File: src/rtl/booth_enc_stage.sv
// booth_enc_stage: registered radix-4 Booth encoder stage.
// Encodes a signed multiplier into NUM_PP 3-bit Booth codes ({negate, mag[1:0]},
// mag 00=zero, 01=x1, 10=x2). Each code is stored next to its multiplicand in a
// 2-entry buffer, so in_ready is registered and no input reaches an output
// combinationally.
// Optional build macro BOOTH_ZERO_FLAG_EN adds out_zero, a per-entry flag that
// marks an all-zero product.
module booth_enc_stage #(
  parameter  int DATA_W = 16,
  localparam int NUM_PP = DATA_W / 2
) (
  input  logic                  clk,
  input  logic                  rst_n,
  input  logic                  in_valid,
  output logic                  in_ready,
  input  logic [DATA_W-1:0]     multiplicand,
  input  logic [DATA_W-1:0]     multiplier,
  output logic                  out_valid,
  input  logic                  out_ready,
  output logic [DATA_W-1:0]     out_data,
  output logic [3*NUM_PP-1:0]   out_enc
`ifdef BOOTH_ZERO_FLAG_EN
  ,
  output logic                  out_zero
`endif
);

  // Multiplier with the implicit zero appended below bit 0, so group i's
  // triplet is simply w_mult_ext[2i+2:2i].
  logic [DATA_W:0]        w_mult_ext;
  logic [3*NUM_PP-1:0]    w_enc;
  logic                   w_all_mag_zero;

  logic [DATA_W-1:0]      r_data [2];
  logic [3*NUM_PP-1:0]    r_enc  [2];
  logic                   r_wr_ptr;
  logic                   r_rd_ptr;
  logic [1:0]             r_count;
  logic                   r_in_ready;

  logic                   w_push;
  logic                   w_pop;
  logic [1:0]             w_count_nxt;

  assign w_mult_ext = {multiplier, 1'b0};

  // Booth recoding of each overlapping triplet; zero is always emitted positive.
  always_comb begin
    w_enc          = '0;
    w_all_mag_zero = 1'b1;
    for (int i = 0; i < NUM_PP; i++) begin
      case (w_mult_ext[2*i +: 3])
        3'b000:  w_enc[3*i +: 3] = 3'b000;
        3'b001:  w_enc[3*i +: 3] = 3'b001;
        3'b010:  w_enc[3*i +: 3] = 3'b001;
        3'b011:  w_enc[3*i +: 3] = 3'b010;
        3'b100:  w_enc[3*i +: 3] = 3'b110;
        3'b101:  w_enc[3*i +: 3] = 3'b101;
        3'b110:  w_enc[3*i +: 3] = 3'b101;
        default: w_enc[3*i +: 3] = 3'b000;
      endcase
      if (w_enc[3*i +: 2] != 2'b00) begin
        w_all_mag_zero = 1'b0;
      end
    end
  end

  assign w_push      = in_valid && r_in_ready;
  assign w_pop       = (r_count != 2'd0) && out_ready;
  assign w_count_nxt = r_count + {1'b0, w_push} - {1'b0, w_pop};

  // Pointer, occupancy and registered ready bookkeeping.
  always_ff @(posedge clk or negedge rst_n) begin
    if (!rst_n) begin
      r_wr_ptr   <= 1'b0;
      r_rd_ptr   <= 1'b0;
      r_count    <= 2'd0;
      r_in_ready <= 1'b1;
    end else begin
      if (w_push) r_wr_ptr <= ~r_wr_ptr;
      if (w_pop)  r_rd_ptr <= ~r_rd_ptr;
      r_count    <= w_count_nxt;
      r_in_ready <= (w_count_nxt < 2'd2);
    end
  end

  // Entry storage; cleared on reset so the outputs read zero afterwards.
  always_ff @(posedge clk or negedge rst_n) begin
    if (!rst_n) begin
      for (int k = 0; k < 2; k++) begin
        r_data[k] <= '0;
        r_enc[k]  <= '0;
      end
    end else if (w_push) begin
      r_data[r_wr_ptr] <= multiplicand;
      r_enc[r_wr_ptr]  <= w_enc;
    end
  end

`ifdef BOOTH_ZERO_FLAG_EN
  logic w_zero;
  logic r_zero [2];

  assign w_zero = w_all_mag_zero || (multiplicand == '0);

  // Zero-product flag, buffered alongside the codes.
  always_ff @(posedge clk or negedge rst_n) begin
    if (!rst_n) begin
      r_zero[0] <= 1'b0;
      r_zero[1] <= 1'b0;
    end else if (w_push) begin
      r_zero[r_wr_ptr] <= w_zero;
    end
  end

  assign out_zero = r_zero[r_rd_ptr];
`else
  logic w_unused_zero;
  assign w_unused_zero = w_all_mag_zero;
`endif

  assign in_ready  = r_in_ready;
  assign out_valid = (r_count != 2'd0);
  assign out_data  = r_data[r_rd_ptr];
  assign out_enc   = r_enc[r_rd_ptr];

endmodule

File: config.mk
export PLATFORM = sky130hd
export DESIGN_NAME = booth_enc_stage
export DESIGN_NICKNAME = d
export VERILOG_FILES = /design/src/rtl/booth_enc_stage.sv
export SDC_FILE = /design/constraint.sdc
export NUM_CORES = 1
export LEC_CHECK = 0
export ABC_AREA = 0
export CORE_ASPECT_RATIO = 1.25
export CORE_UTILIZATION = 48
export DETAILED_ROUTE_END_ITERATION = 6
export PLACE_DENSITY = 0.75
export SYNTH_ARGS = -nofsm -noshare
export SYNTH_HDL_FRONTEND = slang
export SYNTH_SLANG_ARGS = --single-unit
File: constraint.sdc
create_clock -name clk -period 5.03 [get_ports clk]
set_input_delay 0.503 -clock clk [delete_from_list [all_inputs] [get_ports clk]]
set_output_delay 0.503 -clock clk [all_outputs]
set_load 0.005 [all_outputs]
==> impl_metrics.yaml <==
place:
  place_congestion: 0.699
  dp_hpwl_microns: 4730
  port_buffers: 77
  pre_cts_ws_ps: 2610
synthesis:
  synthAdderAreaFrac_pct: 3.14
  yosysTopAreaCell: "dfrtp_1"
  synth.top_cell.area_share_pct: 52.8
  synth-seq-cells: 85
  avgSynthCellArea_sq_um: 12.5
  synth_top_family_by_area: "multiplexers"
  synth_area_sq_um: 3980
  synth_compound_area_share_pct: 6.38
  synth-simple-area-share_pct: 7.26
  syn_nets: 364
  synthMuxAreaShare_pct: 25.0
  synthXorXnorAreaFrac_pct: 1.76
  seq_area_frac_synth_pct: 53.4
  synthDistinctLibCells: 25
  syn_inst: 318
  synth_area_leaders: "dfrtp_1 (53%), mux2_2 (17%), mux2_4 (7.5%)"
  ys.warnings.count: 0
clock_network:
  ctsRootBufferMaster: "clkbuf_8"
  post_cts_buffers: 0
  cts-resized-gates: 0
  cts_hold_buf: 0
  cts_tree: "done"
  htreeDepth: 3
  cts_buffers: 9
  clockBufferDepth: 2
  cts.sinks: 85
  insertion_delay_ps: 360
  cts.clk_slew.worst_paths_ps: 70
drt:
  finalWirelength_microns: 7450
  ant_nets: 0
  post-route-drc-count: 0
  wl_per_cell_microns: 15.2
  via_per_inst: 5.19
  firstDrtPassIters: 4
  drtIter0Drc: 120
  vias: 2544
critical_path:
  path_class: "reg2out"
  worst-path-max-fanout: 41
  max_stage_delay_ps: 1040
  startpoint_type: "register"
  critPathRequiredTime_ps: 4530
  worstPathCellList: "mux2_2 > clkdlybuf4s50_1"
  crit_arrival_ps: 2290
  worst_path_max_delay_cell: "dfrtp_2"
  cp-end-kind: "output pin"
die:
  core-area_sq_um: 7930
  io_pins: 78
  dieArea_sq_um: 8670
  rows: 36
  start_util_pct: 50.3
  die_w_microns: 83.5
  die_y_microns: 104
sta:
  grt_setup_unrepaired: "false"
  drv_slew: 0
  period_share_pct: 55.5
  relSlewSlack_pct: 29.5
  setup_viol: 0
  tightest_slew_ps: 1060
  final.setup.worst_slack_ps: 2240
  final_hold_viol_count: 0
  fin_crit_ps: 2790
  tns_ps: 0
  fmax_mhz: 358
  fin_skew_ps: 10.3
grt:
  grt_antenna_before_repair: 0
  grt_pass1_vias: 2626
  grt_pass1_wl_microns: 12800
  grt.total_usage_pct: 18.8
  grt_max_degree: 86
  grt_overflow: 0
finish:
  area_growth_pct: 25.2
  nNetsFinal: 436
  diodes: 0
  final_layout_size_suffix_gt1_share_pct: 25.3
  nFillCells: 637
power_and_ir_drop:
  leakage_nw: 2.27
  vdd_drop_max_mv: 0.315
  power_density_nw_per_um2: 626
worst_hold_path:
  hold_class: "in2async"
run:
  drv_cap: 0
status:
  status: "complete, no violations"
state kept, by name, indices dropped and copies added, names as in the netlist:
| register | flops |
|---|---|
| r_wr_ptr | 1 |
| in_ready | 1 |
| r_data | 32 |
| r_rd_ptr | 1 |
| r_enc | 48 |
| r_count | 2 |
routing by layer:
metal,vias up,share of wire (%),track usage (%)
li1,1237,-,-
met1,1239,43,23.5
met2,55,51,31.2
met3,13,3.1,3.10
met4,0,2.5,9.93
met5,-,0,0
metrics by stage:
step	total power [mW]	instance area [sq um]	hold slack, ps	instances	util, %
5_1_grt	3.34	4990	408	490	62.9
3_5_place_dp	2.64	4780	435	474	60.3
4_1_cts	3.16	4990	374	490	62.9
2_1_floorplan	1.99	3980	207	318	-
6_report	3.12	4990	328	490	62.9
3_3_place_gp	2.60	4780	430	474	60.3
placed cells by master (no fill, tap or decap), types with 2 or more instances in the layout:
master and instances:
o21ai_0 39, mux2i_1 2, xnor2_1 6, dfrtp_1 83, clkdlybuf4s50_1 76, nand2_1 53, clkinv_2 3, buf_4 2
bufinv_16 2, o31ai_1 2, inv_1 6, ha_1 10, clkbuf_1 2, clkbuf_8 9, o21a_1 4, mux2_2 59
or3b_1 4, xor2_1 2, nand2b_1 2, mux2_4 20
power by group:
group	switching (mW)	internal (mW)	total, mW
clock	0.233	0.278	0.511
sequential	0.239	1.02	1.26
combinational	0.434	0.919	1.35
total	0.907	2.22	3.12
area by class of cell:
cell class / count / area [sq um] / share of cell area [%]
flip-flops and latches: 85 / 2130 / 42.7
multi-input cells: 210 / 1730 / 34.8
repair buffers: 78 / 776 / 15.6
clock buffers: 11 / 131 / 2.63
well taps: 95 / 119 / 2.38
clock inverters: 5 / 75.1 / 1.51
inverters: 6 / 22.5 / 0.452
cell families after synthesis:
logic type,count (synthesis)
adder cells (fa/ha/maj),10
AO/OA/AOI/OAI,47
multiplexers,82
buffers and inverters,23
AND/OR/NAND/NOR,63
XOR/XNOR,8
flip-flops,85
critical path: cells and delay by family (launching register included):
kind                   cells  cell delay (ps)
buffers and inverters      1              450
DFF                        1             1040
muxes                      1              430
Yosys cell counts:
cell type / number
and2_1: 1
buf_2: 4
buf_6: 4
clkbuf_1: 9
dfrtp_1: 84
dfstp_2: 1
ha_1: 10
inv_1: 6
mux2_1: 1
mux2_2: 59
mux2_4: 20
mux2i_1: 2
nand2_1: 53
nand2b_1: 2
nand3_2: 1
nand3b_4: 1
o21a_1: 4
o21ai_0: 39
o21ai_1: 1
o22a_1: 1
o31ai_1: 2
or2_2: 1
or3b_1: 4
xnor2_1: 6
xor2_1: 2
worst paths after layout:
| path | from | to | slack [ps] | cells after the start |
|---|---|---|---|---|
| setup / recovery | r_rd_ptr | out_data[14] | 2240 | 2 |
| hold / removal | rst_n | r_count[1] | 330 | 1 |
| setup reg to reg | r_count[1] | r_count[1] | 3130 | 8 |
| hold reg to reg | r_count[1] | in_ready | 450 | 1 |
| max in group asynchronous | rst_n | r_rd_ptr | 3990 | 1 |
| min in group clk | r_count[1] | in_ready | 450 | 1 |
No activity file was read; power rests on OpenSTA's default activity.
